--- src/rtl/prbs_4ask_sym_src.sv ---
`default_nettype none
// ============================================================================
// Module   : prbs_4ask_sym_src
// Purpose  : 4-ASK symbol source for the TX pulse-shaping filter. A 15-bit
//            Fibonacci PRBS (x^15+x^14+1) supplies 2 bits per symbol. Each bit
//            pair is mapped to one of four 1s17 levels. The output is a 4x
//            zero-stuffed sample stream on sam_clk_en. An optional
//            alternating +3/-3 preamble precedes the payload.
// Ports    : sys_clk    - system clock, all logic on posedge
//            reset_n    - asynchronous active-low reset
//            sam_clk_en - one-cycle sample strobe
//            sym_clk_en - one-cycle symbol strobe (coincident with sam_clk_en)
//            enable     - run request, sampled at symbol boundaries only
//            sample_out - zero-stuffed 1s17 sample to the TX filter
//            sym_out    - current 1s17 symbol level, held between symbols
//            bits_out   - PRBS bit pair {b1,b0} of the current symbol
//            sym_valid  - one-cycle pulse when a new symbol is loaded
//            state_out  - 00 IDLE, 01 PREAMBLE, 10 RUN
// Config   : GRAY_MAP_EN - when defined, bit pairs use Gray level mapping
// Revision : 1.0 - initial release
// ============================================================================
module prbs_4ask_sym_src #(
    parameter logic [14:0] LFSR_SEED = 15'h7FFF,
    parameter logic [7:0]  PRE_LEN   = 8'd16,
    parameter logic [17:0] LVL_P3    = 18'h18000,
    parameter logic [17:0] LVL_P1    = 18'h08000,
    parameter logic [17:0] LVL_N1    = 18'h38000,
    parameter logic [17:0] LVL_N3    = 18'h28000
) (
    input  logic        sys_clk,
    input  logic        reset_n,
    input  logic        sam_clk_en,
    input  logic        sym_clk_en,
    input  logic        enable,
    output logic [17:0] sample_out,
    output logic [17:0] sym_out,
    output logic [1:0]  bits_out,
    output logic        sym_valid,
    output logic [1:0]  state_out
);

    typedef enum logic [1:0] {
        ST_IDLE = 2'b00,
        ST_PRE  = 2'b01,
        ST_RUN  = 2'b10
    } state_t;

    state_t      state_q,   state_d;
    state_t      nxt_state;
    logic [14:0] lfsr_q,    lfsr_d;
    logic [7:0]  pre_cnt_q, pre_cnt_d;
    logic [17:0] sym_q,     sym_d;
    logic [1:0]  bits_q,    bits_d;
    logic        valid_q,   valid_d;
    logic [17:0] sample_q,  sample_d;

    // Two LFSR shifts per symbol, unrolled so the pair is ready in one cycle.
    logic        w_fb1, w_fb0;
    logic [14:0] w_s1, w_s2, w_lfsr_adv;
    logic [1:0]  w_pair;

    assign w_fb1      = lfsr_q[14] ^ lfsr_q[13];
    assign w_s1       = {lfsr_q[13:0], w_fb1};
    assign w_fb0      = w_s1[14] ^ w_s1[13];
    assign w_s2       = {w_s1[13:0], w_fb0};
    // The all-zero state would lock the generator forever; fall back to the seed.
    assign w_lfsr_adv = (w_s2 == 15'h0000) ? LFSR_SEED : w_s2;
    assign w_pair     = {w_fb1, w_fb0};

    function automatic logic [17:0] map_level(input logic [1:0] pair);
        logic [17:0] lvl;
        lvl = LVL_N3;
        case (pair)
`ifdef GRAY_MAP_EN
            2'b00:   lvl = LVL_N3;
            2'b01:   lvl = LVL_N1;
            2'b11:   lvl = LVL_P1;
            2'b10:   lvl = LVL_P3;
`else
            2'b00:   lvl = LVL_N3;
            2'b01:   lvl = LVL_N1;
            2'b10:   lvl = LVL_P1;
            2'b11:   lvl = LVL_P3;
`endif
            default: lvl = LVL_N3;
        endcase
        return lvl;
    endfunction

    // Next-state selection; only meaningful on a symbol strobe.
    always_comb begin
        nxt_state = state_q;
        case (state_q)
            ST_IDLE: begin
                if (enable) begin
                    nxt_state = (PRE_LEN != 8'd0) ? ST_PRE : ST_RUN;
                end
            end
            ST_PRE: begin
                if (!enable) begin
                    nxt_state = ST_IDLE;
                end else if (pre_cnt_q == PRE_LEN) begin
                    nxt_state = ST_RUN;
                end else begin
                    nxt_state = ST_PRE;
                end
            end
            ST_RUN: begin
                nxt_state = enable ? ST_RUN : ST_IDLE;
            end
            default: nxt_state = ST_IDLE;
        endcase
    end

    // Symbol load for the state being entered, plus zero stuffing.
    always_comb begin
        state_d   = state_q;
        lfsr_d    = lfsr_q;
        pre_cnt_d = pre_cnt_q;
        sym_d     = sym_q;
        bits_d    = bits_q;
        valid_d   = 1'b0;
        sample_d  = sample_q;

        if (sym_clk_en) begin
            state_d = nxt_state;
            case (nxt_state)
                ST_PRE: begin
                    // Even preamble index -> +3, odd -> -3.
                    sym_d     = pre_cnt_q[0] ? LVL_N3 : LVL_P3;
                    bits_d    = 2'b00;
                    valid_d   = 1'b1;
                    pre_cnt_d = pre_cnt_q + 8'd1;
                end
                ST_RUN: begin
                    lfsr_d    = w_lfsr_adv;
                    sym_d     = map_level(w_pair);
                    bits_d    = w_pair;
                    valid_d   = 1'b1;
                end
                default: begin
                    // IDLE: LFSR keeps its value so a re-enable resumes the sequence.
                    sym_d     = 18'h00000;
                    bits_d    = 2'b00;
                    pre_cnt_d = 8'd0;
                end
            endcase
        end

        if (sam_clk_en) begin
            sample_d = sym_clk_en ? sym_d : 18'h00000;
        end
    end

    always_ff @(posedge sys_clk or negedge reset_n) begin
        if (!reset_n) begin
            state_q   <= ST_IDLE;
            lfsr_q    <= LFSR_SEED;
            pre_cnt_q <= 8'd0;
            sym_q     <= 18'h00000;
            bits_q    <= 2'b00;
            valid_q   <= 1'b0;
            sample_q  <= 18'h00000;
        end else begin
            state_q   <= state_d;
            lfsr_q    <= lfsr_d;
            pre_cnt_q <= pre_cnt_d;
            sym_q     <= sym_d;
            bits_q    <= bits_d;
            valid_q   <= valid_d;
            sample_q  <= sample_d;
        end
    end

    assign sample_out = sample_q;
    assign sym_out    = sym_q;
    assign bits_out   = bits_q;
    assign sym_valid  = valid_q;
    assign state_out  = state_q;

endmodule
`default_nettype wire

--- config.mk ---
export PLATFORM = sky130hd
export DESIGN_NAME = prbs_4ask_sym_src
export DESIGN_NICKNAME = d
export VERILOG_FILES = /design/src/rtl/prbs_4ask_sym_src.sv
export SDC_FILE = /design/constraint.sdc
export NUM_CORES = 1
export LEC_CHECK = 0
export CORE_MARGIN = 1.5
export CORE_UTILIZATION = 45
export CTS_BUF_LIST = sky130_fd_sc_hd__clkbuf_8 sky130_fd_sc_hd__clkbuf_16
export CTS_CLUSTER_DIAMETER = 30
export CTS_CLUSTER_SIZE = 16
export DETAILED_ROUTE_END_ITERATION = 10
export PLACE_DENSITY_LB_ADDON = 0.2
export SYNTH_ARGS = -nofsm -noshare
export SYNTH_HDL_FRONTEND = slang
export SYNTH_SLANG_ARGS = --single-unit
export TNS_END_PERCENT = 5
--- constraint.sdc ---
create_clock -name sys_clk -period 2.5 [get_ports sys_clk]
set_input_delay 0.5 -clock sys_clk [delete_from_list [all_inputs] [get_ports sys_clk]]
set_output_delay 0.5 -clock sys_clk [all_outputs]
set_load 0.02 [all_outputs]
# Word level (Yosys, flattened, before mapping)
# Cells that the tools add are included.
# word_totals
input_bits,5
regBits,64
output_inout_bits,41
# classes
bitwise_logic,3
n_addsub,1
muxes,15
reduce_logical,6
n_eq_ne,8
# op_table
operator,count
$pmux 18 s4,1
$mux 18,3
$pmux 18 s2,1
$pmux 8 s2,1
$logic_not 15->1,1
$mux 15,1
$mux 2,5
$add 8x1->8 const B,1
$eq 2x2->1 const B,4
$eq 8x5->1 const B,1
$eq 2x1->1 const B,3
$pmux 2 s3,1
$logic_not 2->1,2
$reduce_and 2->1,2
$mux 1,2
$reduce_or 2->1,1
$xor 1x1->1,2
$not 1->1,1

# Longest topological paths before layout
# depth
word_depth,8
ltp_mapped,10

# Worst setup path after synthesis
# OpenSTA, ideal clock, no wires.
# synth_timing
path_type,flip-flop to flip-flop
start,register pre_cnt_q[0]
end,register pre_cnt_q[6]
setup_ns,0.069
stages_incl_launch_ff,11
setup_slack_ns,0.300
arrival_ns,2.131
path_buffers,1
period_less_slack_ns,2.200
cell_sequence,dfrtp_1 > inv_1 > ha_1 > nor4b_1 > and3b_1 > o21ai_0 > ha_1 > buf_2 > nand3b_4 > or4_1 > nand3_1
# synth_via
elab_chain_len,7
# synth_lines
element,line_no,source
"start, declared",51,"logic [7:0] pre_cnt_q, pre_cnt_d;"
"start signal, assigned",167,pre_cnt_q <= pre_cnt_d;
$eq 8x5->1,102,end else if (pre_cnt_q == PRE_LEN) begin
$mux 2,102,
$mux 2,100,if (!enable) begin
$pmux 2 s3,93,case (state_q)
$eq 2x2->1,127,case (nxt_state)
$not 1->1 (no source line),--,
$reduce_and 2->1 (no source line),--,
# Several ways; a longest one is shown, not always the timed one.
# A chain may end at the register's enable or synchronous reset.

# Worst setup path after layout
# layout_timing
start,register pre_cnt_q[0]
end,register lfsr_q[12]
# layout_via
elab_chain_len,6
# layout_lines
element,line_no,source
$eq 8x5->1,102,
$mux 2,102,
$mux 2,100,
$pmux 2 s3,93,
net nxt_state[1],49,state_t nxt_state;
$eq 2x2->1,127,
$reduce_and 2->1 (no source line),--,
"end signal, assigned",166,lfsr_q <= lfsr_d;
"end, declared",50,"logic [14:0] lfsr_q, lfsr_d;"
# The timed path passes the listed nets, and every way through them passes these cells.

==> impl_results.md <==
* Syn Area/Cell at 12.6 sq um
* Clk slew on worst S/H paths at 0.07 ns
* Chip Width at 77.9 microns
* Share of cells above drive strength 1 at 17.1%
* CP Launch Type: flip-flop
* Number of setup buffers added after CTS at 0
* Actual slew at the worst max-slew pin at 0.522 ns
* Final Max Tran Viols at 0
* Vias post-DR at 1674
* # clock sinks at 64
* I/O pins at 46
* Worst reg2reg endpoint: lfsr_q[12]
* RD Place Congestion at 0.800
* WL/cell at 14.2 microns
* GRT overflow at 0
* Yosys reg bits at 64
* Highest routed metal layer: met4
* Slew headroom at 65.2%
* DIE AREA at 6060 sq um
* Hold-fix buffers, CTS at 0
* Asr flop ratio synth at 100%
* Combinational power share at 9.2%
* Inserted Diodes at 0
* Critical path class: flip-flop to flip-flop
* Post-Syn Area at 2520 sq um
* Top fanout value on the critical path at 15
* CP arrival at 2.51 ns
* PortBufs at 45
* EDFF count, synth at 0
* CTS root buf: clkbuf_8
* CP endpoint kind: flip-flop
* Number of DRC markers in iteration 0 at 68
* Drc violations at 0
* Largest net degree at the start of global routing at 45
* R2r startpoint: pre_cnt_q[0]
* Vias in the first global route at 1798
* Nets at 267
* Pwr/cell area at 671 nW/um^2
* Routed met3 length at 251 microns
* Setup Total Neg Slack at 0 ns
* Sequential area share after synthesis at 64.3%
* Synth top area share at 48.6%
* Sw Ratio at 23.3%
* Part of the power in the clock network at 39.3%
* Dominant cells by area after synthesis: dfrtp_1 (49%), dfstp_2 (16%), nor2b_1 (7.9%), o22a_1 (5.2%), ha_1 (2.0%)
* DP Area at 3090 sq um
* Fmax at 0.441 GHz
* Syn Nets at 209
* Minimum clock period at 2.27 ns
* Post-DP HPWL at 3280 microns
* Final setup vio count at 0
* Synth Instances at 200
* Leakage power at 1.47 nW
* Reg2Reg Setup Slack at 0.23 ns
* Top_reg_cell synth: dfrtp_1
* Post-route cell area at 3300 sq um
* Final period util at 90.6%
* RSZ-0062 raised after global routing: false
* Part of the power in registers at 51.4%
* Fin Hold WS at 0.144 ns
* Library cells used by synthesis at 38
* Initial antenna violation count at 0
* DR pass1 iterations at 4
* Final ANT Viol Nets at 0
* CTS tree: done
* Hold WC Path Type: input pin to async pin
* Status: finished, final reports clean
* Gr usage total at 18.0%
* Internal Dissipation at 1.70 mW
* Reg2Reg Depth at 10
* Max VDD drop at 346 uV
* Site Rows at 27
* Syn. warnings at 0
* WP data required at 2.75 ns
* Fin Clk Skew at 0.00849 ns
* Fin. Hold Viols at 0
* Area grow syn2layout at 31.0%
* CORE AREA at 5440 sq um
* Met2 WL post-DR at 2140 microns
* Die H at 77.9 microns
* Max-cap violations at 0
* CTS buffer count at 9
* WL final at 4770 microns
* # fillers at 446
* Final core occ at 60.7%
* Clk buf depth at 2
* # H-tree levels at 3
* Clk Latency, worst-skew pair at 0.32 ns
* Initial Util at 46.4%
* Net switching power at 517 uW
* Wl on met1 at 2320 microns
* Vias per cell at 5.00
* Cell taking the most area after synthesis: dfrtp_1
* Wire length of the first global-routing pass at 8390 microns
[cell type report]
| cell class | instances | area (sq um) | share of cell area (%) |
|---|---|---|---|
| Inverter | 12 | 45.0 | 1.36 |
| Sequential cell | 64 | 1620 | 49.1 |
| Timing Repair Buffer | 55 | 533 | 16.1 |
| Clock inverter | 5 | 50.0 | 1.52 |
| Multi-Input combinational cell | 116 | 812 | 24.6 |
| Clock buffer | 11 | 151 | 4.59 |
| Tap cell | 72 | 90.1 | 2.73 |
[sequential cells by signal (all words and copies together), names as in the netlist]
signal / cells
sample_out: 18
sym_out: 18
lfsr_q: 15
pre_cnt_q: 8
bits_out: 2
state_out: 2
sym_valid: 1
[power by group through the flow]
stage	logic (mW)	registers, mW	clock network [mW]
6_report	0.205	1.14	0.872
5_1_grt	0.233	1.15	0.947
4_1_cts	0.206	1.14	0.896
3_5_place_dp	0.206	1.16	0
3_3_place_gp	0.203	1.16	0
2_1_floorplan	0.0972	1.16	0
[worst max-delay path by stage]
stage / startpoint / endpoint / slack (ns)
2_1_floorplan: pre_cnt_q[0] / pre_cnt_q[6] / 0.30
4_1_cts: pre_cnt_q[0] / lfsr_q[12] / 0.12
6_report: pre_cnt_q[0] / lfsr_q[12] / 0.23
3_5_place_dp: enable / pre_cnt_q[2] / 0.06
5_1_grt: pre_cnt_q[0] / pre_cnt_q[2] / 0.02
3_3_place_gp: enable / pre_cnt_q[2] / 0.11
[metal layers]
layer  global-route usage, %  vias to the layer above
met5                       0                        -
met2                    25.9                       35
met1                    25.0                      814
met4                    8.73                        0
met3                    5.06                        8
li1                        -                      817
[repair_timing]
action / CTS / global route
setup endpoints to repair: 0 / 23
endpoints found under the hold margin: 0 / 0
gates resized for setup: 0 / 1
[cells in the final DEF, fill, tap and decap left out, types with 2 or more instances in the layout]
| master | n |
|---|---|
| clkdlybuf4s50_1 | 44 |
| or3_1 | 2 |
| nand3_1 | 7 |
| nand2b_1 | 2 |
| dfrtp_1 | 49 |
| nor4_1 | 3 |
| buf_4 | 9 |
| nand2_1 | 9 |
| o211ai_1 | 3 |
| o2bb2ai_1 | 3 |
| o22a_1 | 15 |
| inv_1 | 14 |
| a21oi_1 | 3 |
| a22oi_1 | 2 |
| dfstp_2 | 15 |
| clkbuf_8 | 11 |
| or4_1 | 3 |
| or2b_1 | 2 |
| o22ai_1 | 2 |
| nor2b_1 | 32 |
| ha_1 | 4 |
| o21ai_0 | 9 |
[worst max-delay path: stages (launching register included)]
cell     delay, ns
dfrtp_1       0.38
inv_1         0.07
ha_1          0.14
nor4b_2       0.25
and3b_1       0.25
o21a_1        0.13
ha_1          0.16
buf_4         0.14
nand2_1       0.09
a41o_2        0.37
o22a_1        0.22
[stage by stage]
| step | setup WS (ns) | std cells | total power, mW |
|---|---|---|---|
| global placement | 0.109 | 319 | 1.36 |
| detailed placement | 0.0591 | 319 | 1.36 |
| floorplan | 0.300 | 200 | 1.26 |
| finish | 0.235 | 335 | 2.22 |
| global route | 0.0228 | 335 | 2.33 |
| CTS | 0.117 | 335 | 2.24 |
[cell families after synthesis]
kind of cell,Yosys count,synth area share (%)
buffers and inverters,20,3.77
flip-flops,64,64.3
multiplexers,1,0.447
AND/OR/NAND/NOR,67,16.5
AO/OA/AOI/OAI,42,12.4
XOR/XNOR,2,0.695
adder cells (fa/ha/maj),4,1.99
[synth_stat cells, types with 4 or more instances]
master    instances
clkbuf_1          4
inv_1            12
ha_1              4
dfrtp_1          49
o21ai_0           9
o22a_1           15
dfstp_2          15
nand3_1           7
nand2_1           9
nor2b_1          32
No activity file was read; power rests on OpenSTA's default activity.
